--- src/rtl/sl_fifo_arb_pkg.sv ---
// Shared types for the round-robin write arbiter of the async FIFO.
package sl_fifo_arb_pkg;

    typedef enum logic {
        IDLE  = 1'b0,
        GRANT = 1'b1
    } arb_state_t;

    function automatic int id_width(input int n);
        return (n <= 2) ? 1 : $clog2(n);
    endfunction

endpackage

--- src/rtl/sl_rr_pick.sv ---
// Cyclic priority search: first set request after last_id, wrapping.
module sl_rr_pick #(
    parameter int NUM_REQ = 4,
    parameter int ID_W    = 2
) (
    input  logic [NUM_REQ-1:0] req,
    input  logic [ID_W-1:0]    last_id,
    output logic               valid,
    output logic [ID_W-1:0]    pick_id
);

    int pos;

    // Scan farthest-first so the nearest hit after last_id wins.
    always_comb begin
        valid   = 1'b0;
        pick_id = '0;
        pos     = 0;
        for (int k = NUM_REQ; k >= 1; k--) begin
            pos = int'(last_id) + k;
            if (pos >= NUM_REQ) begin
                pos = pos - NUM_REQ;
            end
            if (req[pos[ID_W-1:0]]) begin
                valid   = 1'b1;
                pick_id = pos[ID_W-1:0];
            end
        end
    end

endmodule

--- src/rtl/sl_fifo_wr_arbiter.sv ---
// Round-robin burst arbiter sharing one async FIFO write port.
module sl_fifo_wr_arbiter
    import sl_fifo_arb_pkg::*;
#(
    parameter int  NUM_REQ   = 4,
    parameter int  DATA_SIZE = 8,
    parameter int  MAX_BURST = 4,
    localparam int ID_W      = id_width(NUM_REQ)
) (
    input  logic                      wr_clk,
    input  logic                      rd_rst_n,
    input  logic [NUM_REQ-1:0]        req,
    input  logic [NUM_REQ*DATA_SIZE-1:0] req_data,
    output logic [NUM_REQ-1:0]        ack,
    output logic [ID_W+DATA_SIZE-1:0] fifo_wr_data,
    output logic                      fifo_wr_inc,
    input  logic                      fifo_wr_full,
    output logic [ID_W-1:0]           grant_id,
    output logic                      busy
);

    localparam int CNT_W = $clog2(MAX_BURST + 1);
    localparam logic [CNT_W-1:0] LAST_BEAT = CNT_W'(MAX_BURST - 1);
    localparam logic [ID_W-1:0]  RST_LAST  = ID_W'(NUM_REQ - 1);

    arb_state_t       r_state;
    logic [ID_W-1:0]  r_grant_id;
    logic [ID_W-1:0]  r_last_id;
    logic [CNT_W-1:0] r_beat_cnt;

    logic                 w_pick_valid;
    logic [ID_W-1:0]      w_pick_id;
    logic                 w_req_g;
    logic                 w_xfer;
    logic [DATA_SIZE-1:0] w_words [NUM_REQ];

    sl_rr_pick #(
        .NUM_REQ (NUM_REQ),
        .ID_W    (ID_W)
    ) u_pick (
        .req     (req),
        .last_id (r_last_id),
        .valid   (w_pick_valid),
        .pick_id (w_pick_id)
    );

    always_comb begin
        for (int i = 0; i < NUM_REQ; i++) begin
            w_words[i] = req_data[i*DATA_SIZE +: DATA_SIZE];
        end
    end

    assign busy    = (r_state == GRANT);
    assign w_req_g = req[r_grant_id];
    assign w_xfer  = busy & w_req_g & ~fifo_wr_full;

    assign grant_id     = r_grant_id;
    assign fifo_wr_inc  = w_xfer;
    assign ack          = w_xfer ? (NUM_REQ'(1) << r_grant_id) : '0;
    assign fifo_wr_data = {r_grant_id, w_words[r_grant_id]};

    // A full FIFO simply freezes the burst; only a dropped request ends it early.
    always_ff @(posedge wr_clk or negedge rd_rst_n) begin
        if (!rd_rst_n) begin
            r_state    <= IDLE;
            r_grant_id <= '0;
            r_last_id  <= RST_LAST;
            r_beat_cnt <= '0;
        end else begin
            case (r_state)
                IDLE: begin
                    if (w_pick_valid) begin
                        r_grant_id <= w_pick_id;
                        r_beat_cnt <= '0;
                        r_state    <= GRANT;
                    end
                end
                GRANT: begin
                    if (w_xfer) begin
                        r_beat_cnt <= r_beat_cnt + CNT_W'(1);
                    end
                    if (!w_req_g || (w_xfer && r_beat_cnt == LAST_BEAT)) begin
                        r_state   <= IDLE;
                        r_last_id <= r_grant_id;
                    end
                end
            endcase
        end
    end

endmodule

--- config.mk ---
export PLATFORM = sky130hd
export DESIGN_NAME = sl_fifo_wr_arbiter
export DESIGN_NICKNAME = d
export VERILOG_FILES = /design/src/rtl/sl_fifo_arb_pkg.sv /design/src/rtl/sl_rr_pick.sv /design/src/rtl/sl_fifo_wr_arbiter.sv
export SDC_FILE = /design/constraint.sdc
export NUM_CORES = 1
export LEC_CHECK = 0
export ABC_AREA = 1
export BUFFER_PORTS_ARGS = -buffer_cell sky130_fd_sc_hd__buf_2
export CELL_PAD_IN_SITES_DETAIL_PLACEMENT = 1
export CELL_PAD_IN_SITES_GLOBAL_PLACEMENT = 1
export CORE_MARGIN = 8
export CORE_UTILIZATION = 28
export CTS_BUF_LIST = sky130_fd_sc_hd__clkbuf_16
export DETAILED_ROUTE_END_ITERATION = 8
export PLACE_DENSITY_LB_ADDON = 0.1
export SYNTH_ARGS = -nofsm -noshare
export SYNTH_HDL_FRONTEND = slang
export SYNTH_SLANG_ARGS = --single-unit
--- constraint.sdc ---
create_clock -name wr_clk -period 1.9 [get_ports wr_clk]
set_input_delay 0.095 -clock wr_clk [delete_from_list [all_inputs] [get_ports wr_clk]]
set_output_delay 0.095 -clock wr_clk [all_outputs]
set_load 0.1 [all_outputs]
**Word level (Yosys, flattened, before mapping)**

Index checks and enable logic that the tools add are counted.

- Add/sub/neg operators: 9
- Order comparisons: 10
- Equal/unequal tests: 3
- Shift-type cells: 1
- Mux-type cells: 32
- Bitwise operators: 5
- Reductions and logical operators: 6

Operator list:

| operator | number |
|---|---|
| 8-bit binary-select mux with 2-bit select | 1 |
| 2-bit two-way mux | 8 |
| 8-bit two-way mux | 2 |
| 2-bit by 3-bit < comparator with 1-bit output, second input constant | 5 |
| 3-bit >= comparator, second input constant | 4 |
| 1-bit two-way mux | 11 |
| 1-bit binary-select mux with 2-bit select | 5 |
| 2-bit by 1-bit subtractor with 2-bit output, second input constant | 4 |
| 2-bit by 2-bit adder with 3-bit output, second input constant | 2 |
| 3-bit two-way mux | 2 |
| 3-bit one-hot mux with 2 select lines | 1 |
| 2-bit AND reduction | 3 |
| 2-bit by 3-bit adder with 4-bit output, second input constant | 1 |
| 4-bit by 3-bit >= comparator with 1-bit output, second input constant | 1 |
| 4-bit two-way mux | 1 |
| 2-bit by 1-bit inequality test with 1-bit output, second input constant | 2 |
| 1-bit by 2-bit left shift with 4-bit output, first input constant | 1 |
| 2-bit by 1-bit adder with 3-bit output, second input constant | 1 |
| 3-bit by 1-bit adder with 3-bit output, second input constant | 1 |
| 3-bit by 2-bit equality test with 1-bit output, second input constant | 1 |
| 2-bit inverter with 3-bit output | 1 |
| 1-bit AND | 2 |
| 1-bit inverter | 2 |
| 1-bit one-hot mux with 2 select lines | 1 |
| other kinds (3) | 3 |

- Bits in registers: 8
- Bits of input ports: 39
- Logic and storage cells: 70

**Depth between registers and ports, before layout**

- Depth in word-level cells: 11
- Mapped depth: 12
- Depth with buffers taken out: 11

**Hierarchy**

A second synthesis with hierarchy kept.

- Cell total of the unflattened synthesis: 149
- Area, all modules: 939.7 sq um

Modules (own cells, without submodules):

| module | instances | cells an instance | area each (sq um) | sequential area each (sq um) |
|---|---|---|---|---|
| sl_fifo_wr_arbiter | 1 | 98 | 693.2 | 202.7 |
| sl_rr_pick | 1 | 51 | 246.5 | 0.0 |

**Least setup slack after synthesis**

No wires, ideal clock.

- Path kind: register to output
- Start point: reg r_grant_id[0], in the netlist grant_id[0]
- End point: out ack[0]
- Data arrival time: 3685 ps
- Path slack: -1880 ps
- Cell stages (with the launch flop): 8
- Cells stage by stage: dfrtp_1 > buf_6 > inv_4 > nor2_8 > nand2_2 > nand4_4 > nand3_4 > nor3_1

- Word-level cells in the longest chain between the ends: 5
- Elaborated cells between the ends (all ways): 6
- Classes of those cells: shift: 1; mux: 3; bitwise: 2

RTL lines:

| element | RTL line | RTL |
|---|---|---|
| start: declaration | sl_fifo_wr_arbiter.sv:27 | `logic [ID_W-1:0] r_grant_id;` |
| start signal: assignment | sl_fifo_wr_arbiter.sv:73 | `r_grant_id <= w_pick_id;` |
| 1-bit binary-select mux with 2-bit select | sl_fifo_wr_arbiter.sv:54 | `assign w_req_g = req[r_grant_id];` |
| 1-bit two-way mux (not written as such) | sl_fifo_wr_arbiter.sv:54 |  |
| 1-bit AND (2 in a row) | sl_fifo_wr_arbiter.sv:55 | `assign w_xfer = busy & w_req_g & ~fifo_wr_full;` |
| 4-bit two-way mux (*) | sl_fifo_wr_arbiter.sv:59 | `assign ack = w_xfer ? (NUM_REQ'(1) << r_grant_id) : '0;` |
| end: declaration | sl_fifo_wr_arbiter.sv:14 | `output logic [NUM_REQ-1:0] ack,` |

Every way passes the cells marked *; elsewhere a longest branch is shown, timed or not. The select of a mux whose other input is x is not followed.

**Final worst setup path**

- Start point: reg r_grant_id[0], in the netlist grant_id[0]
- End point: out ack[1]

The elaborated chain is that of the path after synthesis.

==> key figures <==
Outcome
  – Status: finished clean

Detailed routing
  – Detail-routed via count per cell: 4.92
  – Antenna viol nets, final: 0
  – First-pass iteration count of the detailed router: 3
  – Starting DRC count in detailed routing: 31
  – Via count: 1,195
  – Detail-routed net length per standard cell: 15.4 microns
  – DRT Wirelength: 3.74 mm
  – DRC errors left: 0

Timing
  – Final number of hold-violating endpoints: 0
  – Maximum frequency from static timing analysis: 547 MHz
  – Relative slew slack: 0.669
  – Slew @ Worst Pin: 0.499 ns
  – Post-Route Skew: 0.00124 ns
  – Final slew viol count: 0
  – Setup-violating endpoint count in the final report: 0
  – Post-route fraction of the period consumed by the critical path: 0.963
  – Shortest clock period the worst path allows after layout: 1.83 ns

Logic synthesis
  – Synthesis-stage register bit count: 8
  – Instance count of the mapped netlist: 139
  – Average instance area after synthesis: 6.82 sq um
  – Number of enable flip-flop cells after synthesis: 0
  – Cell variety after synth: 28
  – Summed instance area of the synthesized netlist: 948 sq um
  – Top FF cell, synth: sky130_fd_sc_hd__dfrtp_1
  – Yosys Warn Count: 0
  – Net count after synthesis: 180
  – Fraction of synthesis flops using an asynchronous set or reset pin: 1.00
  – Share of synthesized area occupied by flip-flops and latches: 0.214

Cells and area
  – Fraction of final layout cells sized beyond drive strength 1: 0.508
  – NumNets Final: 239
  – Number of diodes added for antenna fixing: 0
  – Number of cells in the finished layout apart from fillers: 243
  – Layout Area Growth over Synthesis: 62.0%

Global routing
  – Largest net degree at the start of global routing: 16
  – Vias in the first global route: 1,272
  – Number of antenna violations at the first check in global routing: 0
  – Wire length of the first global-routing pass: 6.05 mm
  – GRT Util Overall: 0.140
  – Total overflow reported by the global router: 0

Worst setup path
  – R2R Path Start: grant_id[0]
  – Worst setup path class: reg2out
  – R2R Path End: r_beat_cnt[2]
  – Required time at the worst-slack endpoint: 1.80 ns
  – Crit Path Max Fanout: 12
  – Kind of start point of the critical path: flop
  – Worst reg-to-reg setup slack: 0.31 ns
  – Type of destination of the critical path: output pin
  – Worst Reg-to-Reg Cells: 7
  – Critical Path AT: 1.73 ns

Floorplan
  – I/O pin count: 57
  – Vertical extent of the die: 74.2 microns
  – Horizontal extent of the die: 74.2 microns
  – Placeable core area: 0.00328 sq mm
  – Std-Cell Rows: 21
  – Die area: 0.00551 sq mm
  – Starting density of the core: 0.289

Hold path
  – Class of the worst hold path: in2async

Placement
  – Buffers on Ports: 56
  – Post-DP HPWL: 3.15 mm
  – Cell total after placement: 234
  – Routability congestion estimate: 0.835

Clocking
  – CTS tree: yes
  – Latest clock arrival within the worst-skew pair: 0.23 ns
  – Clk sink count: 8
  – Number of buffers inserted during clock tree synthesis: 3
  – Number of buffers on the longest clock path: 2
  – Clock slew at reported path FFs: 0.04 ns
  – CTS root buf: sky130_fd_sc_hd__clkbuf_16
  – H-tree level count: 1

Job
  – Number of max-cap violations: 0
-- worst max-delay path, stage by stage, from the launching register on --
cell                      delay (ns)
sky130_fd_sc_hd__dfrtp_4        0.55
sky130_fd_sc_hd__inv_8          0.14
sky130_fd_sc_hd__nand3_1        0.12
sky130_fd_sc_hd__nand4_4        0.14
sky130_fd_sc_hd__nand3_4        0.16
sky130_fd_sc_hd__nor3_4         0.19
sky130_fd_sc_hd__buf_12         0.20
-- stage by stage --
step | instance area, sq um | hold slack, ns | utilization | setup WS (ns) | TNS (ns)
after detailed placement | 1410 | -0.0631 | 0.430 | 0.167 | 0
after floorplan | 1040 | -0.201 | - | -0.326 | -0.885
after global placement | 1410 | -0.0637 | 0.430 | 0.212 | 0
after CTS | 1510 | 0.227 | 0.461 | 0.00174 | 0
after global routing | 1540 | 0.268 | 0.468 | -0.00817 | -0.0157
final | 1540 | 0.249 | 0.468 | 0.0704 | 0
-- synth_stat cells (2+ instances only) --
| cell | count | share of area |
|---|---|---|
| sky130_fd_sc_hd__nand2_1 | 36 | 0.14 |
| sky130_fd_sc_hd__nand3_1 | 32 | 0.17 |
| sky130_fd_sc_hd__inv_1 | 11 | 0.044 |
| sky130_fd_sc_hd__a22oi_1 | 8 | 0.063 |
| sky130_fd_sc_hd__nand2_2 | 7 | 0.046 |
| sky130_fd_sc_hd__dfrtp_1 | 6 | 0.16 |
| sky130_fd_sc_hd__clkbuf_1 | 4 | 0.016 |
| sky130_fd_sc_hd__nor2_1 | 4 | 0.016 |
| sky130_fd_sc_hd__o21ai_0 | 4 | 0.021 |
| sky130_fd_sc_hd__buf_6 | 3 | 0.036 |
| sky130_fd_sc_hd__nor3_1 | 3 | 0.016 |
| sky130_fd_sc_hd__buf_4 | 2 | 0.016 |
| sky130_fd_sc_hd__dfstp_2 | 2 | 0.055 |
| sky130_fd_sc_hd__ha_1 | 2 | 0.026 |
| sky130_fd_sc_hd__nor2_8 | 2 | 0.042 |
-- kinds of logic (layout without fill, tap and decap cells) --
logic type	after synthesis	count (layout)	synth area share
AND/OR/NAND/NOR	87	87	0.485
adder cells (fa/ha/maj)	2	2	0.0264
AO/OA/AOI/OAI	18	18	0.139
flip-flops	8	8	0.214
buffers and inverters	24	82	0.136
-- layer usage --
layer	part of all wire	routed length, microns	GRT usage
met4	0.023	87	0.0754
met2	0.51	1890	0.248
met5	0	0	0
met3	0.090	338	0.0377
met1	0.38	1420	0.147
-- registers in the layout (all words and copies together), names as in the netlist --
| signal | cells |
|---|---|
| grant_id | 2 |
| r_last_id | 2 |
| busy | 1 |
| r_beat_cnt | 3 |
-- cells in the final DEF (no fill, tap or decap), types with 2 or more instances in the layout --
master and instances:
sky130_fd_sc_hd__nand3_2 8, sky130_fd_sc_hd__o21ai_0 4, sky130_fd_sc_hd__nand3_1 24, sky130_fd_sc_hd__a22oi_1 8, sky130_fd_sc_hd__dfrtp_4 2, sky130_fd_sc_hd__ha_1 2
sky130_fd_sc_hd__buf_4 6, sky130_fd_sc_hd__dfstp_2 2, sky130_fd_sc_hd__nor2_8 2, sky130_fd_sc_hd__nor2_4 2, sky130_fd_sc_hd__nand2_2 7, sky130_fd_sc_hd__buf_2 50
sky130_fd_sc_hd__nor3_4 2, sky130_fd_sc_hd__nand2_1 36, sky130_fd_sc_hd__inv_1 12, sky130_fd_sc_hd__buf_12 6, sky130_fd_sc_hd__nor2_1 2, sky130_fd_sc_hd__dfrtp_1 4
sky130_fd_sc_hd__clkbuf_16 3
-- worst max path at each step --
| stage | start | to | slack, ns |
|---|---|---|---|
| finish | grant_id[0] | ack[1] | 0.07 |
| floorplan | grant_id[0] | ack[0] | -0.33 |
| CTS | grant_id[0] | ack[0] | 0.002 |
| global placement | grant_id[0] | ack[0] | 0.21 |
| global route | grant_id[0] | ack[1] | -0.008 |
| detailed placement | grant_id[0] | ack[0] | 0.17 |
-- what timing repair did --
item	4_1_cts	5_1_grt
resized for setup	2	0
endpoints found under the setup margin	2	2
hold endpoints to repair	8	0
buffers inserted	1	3
pin swaps	0	1
hold buffers	1	0
-- layout make-up --
class | count | area [sq um]
Clock buffer | 3 | 75.1
Sequential cell | 8 | 210
Clock inverter | 1 | 3.75
Inverter | 15 | 70.1
Tap cell | 46 | 57.6
Multi-Input combinational cell | 107 | 694
Fill cell | 423 | 1750
Timing Repair Buffer | 63 | 425
Power is not shown: default switching activity piles up to over one toggle a cycle in this logic, so the estimate is an artifact.
